## config.mk

```make
export PLATFORM = sky130hd
export DESIGN_NAME = ad9958_sweep_sequencer
export DESIGN_NICKNAME = d
export VERILOG_FILES = /design/src/rtl/ad9958_sweep_sequencer_pkg.sv /design/src/rtl/ad9958_ftw_accum.sv /design/src/rtl/ad9958_sweep_sequencer.sv
export SDC_FILE = /design/constraint.sdc
export NUM_CORES = 1
export LEC_CHECK = 0
export ABC_AREA = 1
export BUFFER_PORTS_ARGS = -buffer_cell sky130_fd_sc_hd__buf_2
export CAP_MARGIN = 25
export CORE_MARGIN = 1.5
export CORE_UTILIZATION = 53
export CTS_BUF_LIST = sky130_fd_sc_hd__clkbuf_2
export DETAILED_ROUTE_END_ITERATION = 10
export PLACE_DENSITY = 0.79
export REMOVE_ABC_BUFFERS = 1
export SYNTH_ARGS = -nofsm -noshare
export SYNTH_HDL_FRONTEND = slang
export SYNTH_SLANG_ARGS = --single-unit
export TNS_END_PERCENT = 30
```

## constraint.sdc

```tcl
create_clock -name clock -period 5.87 [get_ports clock]
set_input_delay 0.2935 -clock clock [delete_from_list [all_inputs] [get_ports clock]]
set_output_delay 0.2935 -clock clock [all_outputs]
set_load 0.05 [all_outputs]
```

## src/rtl/ad9958_sweep_sequencer_pkg.sv

```systemverilog
// Shared constants and FSM encoding for the AD9958 sweep sequencer.
package ad9958_sweep_sequencer_pkg;

  localparam int FTW_W_DEF = 32;
  localparam int ASF_W_DEF = 10;
  localparam int CNT_W_DEF = 16;

  typedef enum logic [1:0] {
    ST_IDLE  = 2'b00,
    ST_ARMED = 2'b01,
    ST_RUN   = 2'b10
  } seq_state_t;

endpackage

```

## src/rtl/ad9958_ftw_accum.sv

```systemverilog
// Registered frequency tuning word with parallel load and a wrapping
// (mod 2^FTW_W) add/subtract step.
module ad9958_ftw_accum
  import ad9958_sweep_sequencer_pkg::*;
#(
  parameter int FTW_W = FTW_W_DEF
) (
  input  logic             clock,
  input  logic             reset,
  input  logic             load,
  input  logic [FTW_W-1:0] load_value,
  input  logic             step_en,
  input  logic [FTW_W-1:0] step,
  input  logic             dir_down,
  output logic [FTW_W-1:0] ftw
);

  logic [FTW_W-1:0] ftw_r;
  logic [FTW_W-1:0] ftw_next_s;

  // Next tuning word: load has priority over stepping.
  always_comb begin
    ftw_next_s = ftw_r;
    if (load) begin
      ftw_next_s = load_value;
    end else if (step_en) begin
      if (dir_down) begin
        ftw_next_s = ftw_r - step;
      end else begin
        ftw_next_s = ftw_r + step;
      end
    end else begin
      ftw_next_s = ftw_r;
    end
  end

  // Tuning word register.
  always_ff @(posedge clock or posedge reset) begin
    if (reset) begin
      ftw_r <= {FTW_W{1'b0}};
    end else begin
      ftw_r <= ftw_next_s;
    end
  end

  assign ftw = ftw_r;

endmodule

```

## src/rtl/ad9958_sweep_sequencer.sv

```systemverilog
// Linear per-channel frequency sweep paced by the DDS core's io_update pulse;
// passes manual tuning words through while idle.
module ad9958_sweep_sequencer
  import ad9958_sweep_sequencer_pkg::*;
#(
  parameter int FTW_W = FTW_W_DEF,
  parameter int ASF_W = ASF_W_DEF,
  parameter int CNT_W = CNT_W_DEF
) (
  input  logic             clock,
  input  logic             reset,
  input  logic             start,
  input  logic             abort,
  input  logic [FTW_W-1:0] ftw_start_ch0,
  input  logic [FTW_W-1:0] ftw_start_ch1,
  input  logic [FTW_W-1:0] ftw_step_ch0,
  input  logic [FTW_W-1:0] ftw_step_ch1,
  input  logic [1:0]       dir_down,
  input  logic [CNT_W-1:0] num_steps,
  input  logic [CNT_W-1:0] dwell,
  input  logic [ASF_W-1:0] asf_ch0_in,
  input  logic [ASF_W-1:0] asf_ch1_in,
  input  logic             io_update,
  output logic [FTW_W-1:0] ftw_ch0,
  output logic [FTW_W-1:0] ftw_ch1,
  output logic [ASF_W-1:0] asf_ch0,
  output logic [ASF_W-1:0] asf_ch1,
  output logic             sweeping,
  output logic             done,
  output logic [CNT_W-1:0] step_index
);

  localparam logic [CNT_W-1:0] CNT_ZERO = {CNT_W{1'b0}};
  localparam logic [CNT_W-1:0] CNT_ONE  = {{(CNT_W-1){1'b0}}, 1'b1};

  seq_state_t       state_r, state_next_s;
  logic             io_update_q_r;
  logic             edge_s;
  logic [CNT_W-1:0] dwell_r, dwell_cnt_r, num_steps_r, step_index_r;
  logic [FTW_W-1:0] step_ch0_r, step_ch1_r;
  logic [1:0]       dir_r;
  logic [ASF_W-1:0] asf_ch0_r, asf_ch1_r;
  logic             done_r, sweeping_r;
  logic             last_dwell_s, last_point_s;
  logic             load_s, capture_s, step_en_s, done_s, dwell_clear_s, dwell_inc_s;

  assign edge_s       = io_update & ~io_update_q_r;
  assign last_dwell_s = (dwell_cnt_r == (dwell_r - CNT_ONE));
  assign last_point_s = (step_index_r == num_steps_r);

  // FSM state register.
  always_ff @(posedge clock or posedge reset) begin
    if (reset) begin
      state_r <= ST_IDLE;
    end else begin
      state_r <= state_next_s;
    end
  end

  // FSM next-state logic; abort overrides everything.
  always_comb begin
    state_next_s = state_r;
    case (state_r)
      ST_IDLE: begin
        if (abort) begin
          state_next_s = ST_IDLE;
        end else if (start) begin
          state_next_s = ST_ARMED;
        end else begin
          state_next_s = ST_IDLE;
        end
      end
      ST_ARMED: begin
        if (abort) begin
          state_next_s = ST_IDLE;
        end else if (edge_s) begin
          state_next_s = ST_RUN;
        end else begin
          state_next_s = ST_ARMED;
        end
      end
      ST_RUN: begin
        if (abort || (edge_s && last_dwell_s && last_point_s)) begin
          state_next_s = ST_IDLE;
        end else begin
          state_next_s = ST_RUN;
        end
      end
      default: state_next_s = ST_IDLE;
    endcase
  end

  // FSM output decode: datapath strobes per state.
  always_comb begin
    load_s        = 1'b0;
    capture_s     = 1'b0;
    step_en_s     = 1'b0;
    done_s        = 1'b0;
    dwell_clear_s = 1'b0;
    dwell_inc_s   = 1'b0;
    case (state_r)
      ST_IDLE: begin
        load_s    = 1'b1;
        capture_s = start & ~abort;
      end
      ST_ARMED: begin
        dwell_clear_s = edge_s & ~abort;
      end
      ST_RUN: begin
        if (edge_s && !abort) begin
          if (last_dwell_s) begin
            dwell_clear_s = 1'b1;
            done_s        = last_point_s;
            step_en_s     = ~last_point_s;
          end else begin
            dwell_inc_s = 1'b1;
          end
        end else begin
          dwell_inc_s = 1'b0;
        end
      end
      default: load_s = 1'b1;
    endcase
  end

  // Sweep parameters, counters, amplitude words and status flags.
  always_ff @(posedge clock or posedge reset) begin
    if (reset) begin
      io_update_q_r <= 1'b0;
      dwell_r       <= CNT_ONE;
      num_steps_r   <= CNT_ZERO;
      step_ch0_r    <= {FTW_W{1'b0}};
      step_ch1_r    <= {FTW_W{1'b0}};
      dir_r         <= 2'b00;
      dwell_cnt_r   <= CNT_ZERO;
      step_index_r  <= CNT_ZERO;
      asf_ch0_r     <= {ASF_W{1'b0}};
      asf_ch1_r     <= {ASF_W{1'b0}};
      done_r        <= 1'b0;
      sweeping_r    <= 1'b0;
    end else begin
      io_update_q_r <= io_update;
      if (capture_s) begin
        dwell_r     <= (dwell == CNT_ZERO) ? CNT_ONE : dwell;
        num_steps_r <= num_steps;
        step_ch0_r  <= ftw_step_ch0;
        step_ch1_r  <= ftw_step_ch1;
        dir_r       <= dir_down;
      end
      if (dwell_clear_s) begin
        dwell_cnt_r <= CNT_ZERO;
      end else if (dwell_inc_s) begin
        dwell_cnt_r <= dwell_cnt_r + CNT_ONE;
      end
      if (load_s) begin
        step_index_r <= CNT_ZERO;
        asf_ch0_r    <= asf_ch0_in;
        asf_ch1_r    <= asf_ch1_in;
      end else if (step_en_s) begin
        step_index_r <= step_index_r + CNT_ONE;
      end
      done_r     <= done_s;
      sweeping_r <= (state_next_s != ST_IDLE);
    end
  end

  ad9958_ftw_accum #(.FTW_W(FTW_W)) u_accum_ch0 (
    .clock      (clock),
    .reset      (reset),
    .load       (load_s),
    .load_value (ftw_start_ch0),
    .step_en    (step_en_s),
    .step       (step_ch0_r),
    .dir_down   (dir_r[0]),
    .ftw        (ftw_ch0)
  );

  ad9958_ftw_accum #(.FTW_W(FTW_W)) u_accum_ch1 (
    .clock      (clock),
    .reset      (reset),
    .load       (load_s),
    .load_value (ftw_start_ch1),
    .step_en    (step_en_s),
    .step       (step_ch1_r),
    .dir_down   (dir_r[1]),
    .ftw        (ftw_ch1)
  );

  assign asf_ch0    = asf_ch0_r;
  assign asf_ch1    = asf_ch1_r;
  assign done       = done_r;
  assign sweeping   = sweeping_r;
  assign step_index = step_index_r;

endmodule

```

==> impl_metrics.ini <==
[status]
status = finished, final reports clean

[timing]
max_freq_mhz = 231
grt_setup_unrepaired = no
hold_viol = 0
min_period_over_period_pct = 73.8
fin_ws_ns = 1.54
setup_viol = 0
holdWs_ns = 0.0696
relSlewSlack_pct = 28.1
skew_ns = 0.0883
fin_crit_ns = 4.33
worstMarginPinSlew_ns = 1.08
drv_slew = 0

[routing]
detail_route.wl_per_cell_um = 18.0
drt_wl_total_mm = 64.8
drt_iter0_markers = 2140
antenna_left = 0
drt-vias-per-instance = 5.64
first_pass_iters = 9
num_vias = 20309
route.detailed.drc = 0

[pwr]
power_frac_clock_pct = 11.6
power.share.switching_pct = 56.3
ir_worst_vdd_mv = 0.321
cellPowerDensity_nw_per_um2 = 448
p_leak_uw = 0.0118
p_seq_share_pct = 24.1
switching_power_uw = 5610
internal_power_uw = 4360
combinationalPowerShare_pct = 64.3

[placed_design]
place.gp.congestion = 0.988
placed_cell_area_sq_um = 18100
numPortBuffers = 288
dp_slack_ns = 1.76
dpl.hpwl_mm = 38.2

[die]
core_area_sq_um = 30500
die_y_um = 179
initial_core_util_pct = 53.7
pin_count = 289
die-width_um = 179
die-area_sq_um = 32000
fp-row-count = 64

[yosys]
yosys-top-cells-count = nand2_1, inv_1, nand3_1, nor2_1, dfrtp_1
synth_top_area_share_pct = 33.3
synth_area_sq_um = 16400
synth_cell_types = 45
yosysMostFrequentCell = nand2_1
synthTopCellsByArea = dfrtp_1, nand2_1, nand3_1
ys_seq_area_share_pct = 33.5
postSynthAreaPerCell_sq_um = 6.53
synth_cells = 2507
yosysWarnings = 0
synthFlopType = dfrtp_1
synth_edf_count = 0
synth_seq_cells = 219
yosysTopAreaCell = dfrtp_1
async_flop_share_pct = 100

[cts]
htreeDepth = 2
clockBufferDepth = 3
clk-insertion-delay-late_ns = 1.12
clock_sinks = 219
cts_resized = 0
cts.clk_slew.worst_paths_ns = 0.11
cts_tree = yes
root_buffer = clkbuf_2
cts-buffers-inserted = 60

[worst_hold_path]
hold_class = input pin to register
hold_path_startpoint = ftw_start_ch1[1]
hold_depth = 6

[critical_path]
crit_path_end_kind = register
crit_required_ns = 6.80
r2r-end = u_accum_ch1.ftw[24]$_DFFE_PP0P_
crit_path_end = u_accum_ch1.ftw[24]$_DFFE_PP0P_
startpoint = step_ch1_r[0]$_DFFE_PP0P_
critPathKind = register to register
rrSetupSlack_ns = 1.54
setup.worst_path.start_class = register
r2r-start = step_ch1_r[0]$_DFFE_PP0P_
critPathMaxFanout = 5
reg2reg_depth = 21
cp_data_arrival_time_ns = 5.27

[cells_and_area]
nets = 3403
drive_gt1_share_pct = 13.2
fin_area_sq_um = 22200
synthToLayoutAreaGrowth_pct = 35.7
fillers = 2326
final-seq-area_sq_um = 5480
multiInputGateArea_sq_um = 9570

[run]
maxCapViolations = 0

[grt]
grt_pass1_vias = 19782
antenna_found_initial = 15
grt_max_degree = 106
grt_pass1_wl_mm = 102
overflow = 0
grt.total_usage_pct = 41.2
-- power groups by stage --
stage          Combinational, uW  Clock [uW]  Sequential (uW)
2_1_floorplan               3630           0             3030
3_3_place_gp                5810           0             2370
3_5_place_dp                5870           0             2380
4_1_cts                     6160        1140             2350
5_1_grt                     7090        1240             2430
6_report                    6400        1160             2400
-- how the worst min path moves through the flow --
| stage | endpoint | slack, ns |
|---|---|---|
| after floorplan | io_update_q_r$_DFF_PP0_ | 0.32 |
| after global placement | io_update_q_r$_DFF_PP0_ | 0.42 |
| after detailed placement | io_update_q_r$_DFF_PP0_ | 0.42 |
| after CTS | u_accum_ch1.ftw[1]$_DFFE_PP0P_ | 0.001 |
| after global routing | u_accum_ch1.ftw[1]$_DFFE_PP0P_ | 0.06 |
| final | u_accum_ch1.ftw[1]$_DFFE_PP0P_ | 0.07 |
-- critical path, cell delays in order (launching register included) --
cell     delay, ns
dfrtp_1       0.41
inv_1         0.09
ha_1          0.16
nand3_1       0.10
nor3_1        0.32
nand4_1       0.29
nor2_1        0.31
nand2_1       0.10
nor2_1        0.24
nand2_1       0.14
nand2_1       0.13
xor2_1        0.27
ha_1          0.34
nand2_1       0.19
o21ai_0       0.22
a21oi_1       0.17
nand3_1       0.15
or2_2         0.30
nand3_1       0.07
nand2_1       0.06
nand2_1       0.06
nand2_1       0.07
-- cell usage in the layout, fill, tap and decap left out, drive strengths merged, types with 3 or more instances in the layout --
master,n
nand2,907
dlygate4sd3,358
buf,297
inv,267
nand3,224
nor2,224
dfrtp,218
o21ai,133
a21oi,89
clkbuf,86
xor2,74
ha,71
nand4,42
nor3,33
xnor2,31
clkinv,22
or2,19
nor4,17
diode,15
a21boi,12
nand3b,11
o21bai,10
o31ai,9
a31oi,8
o2111ai,5
o211ai,4
nor3b,3
and2,3
-- kinds of logic after synthesis --
kind of cell,after synthesis,share of synthesized area (%)
simple gates,1486,37.8
buf+inv,347,8.15
compound gates,277,9.30
flops,219,33.5
xor+xnor,105,5.61
fa+ha+maj,73,5.67
-- metrics by stage --
step                      cells  utilization (%)  setup TNS, ns  power [uW]
after floorplan            2426                -         -90.37        6660
final                      3601             72.8              0        9960
after CTS                  3586             72.7              0        9660
after global routing       3595             72.8              0       10800
after global placement     3119             59.2              0        8170
after detailed placement   3119             59.2              0        8250
-- state kept, by name, summed over array words and instances (netlist names) --
name             cells
step_ch0_r          32
step_ch1_r          32
u_accum_ch0.ftw     32
u_accum_ch1.ftw     32
dwell_cnt_r         16
dwell_r             16
num_steps_r         16
step_index          16
asf_ch0             10
asf_ch1             10
dir_r                2
state_r              2
done                 1
io_update_q_r        1
sweeping             1
-- cell type report --
class / instances / share of cell area, %
well taps: 396 / 2.23
multi-input cells: 1941 / 43.1
diodes: 15 / 0.169
flip-flops and latches: 219 / 24.7
clock inverters: 23 / 0.462
inverters: 266 / 4.55
repair buffers: 655 / 22.9
clock buffers: 86 / 1.94
-- repair_timing --
item	CTS	global route
setup endpoints to repair	0	0
hold endpoints to repair	305	0
hold buffers	358	0
setup buffers	0	0
-- per-layer routing --
metal	vias up	global-route usage (%)	wire [um]
li1	9370	-	-
met3	387	11.0	5760
met1	9289	50.8	25300
met2	1261	64.2	29600
met5	-	0	15
met4	2	25.1	4210
(Power assumes the default switching activity.)
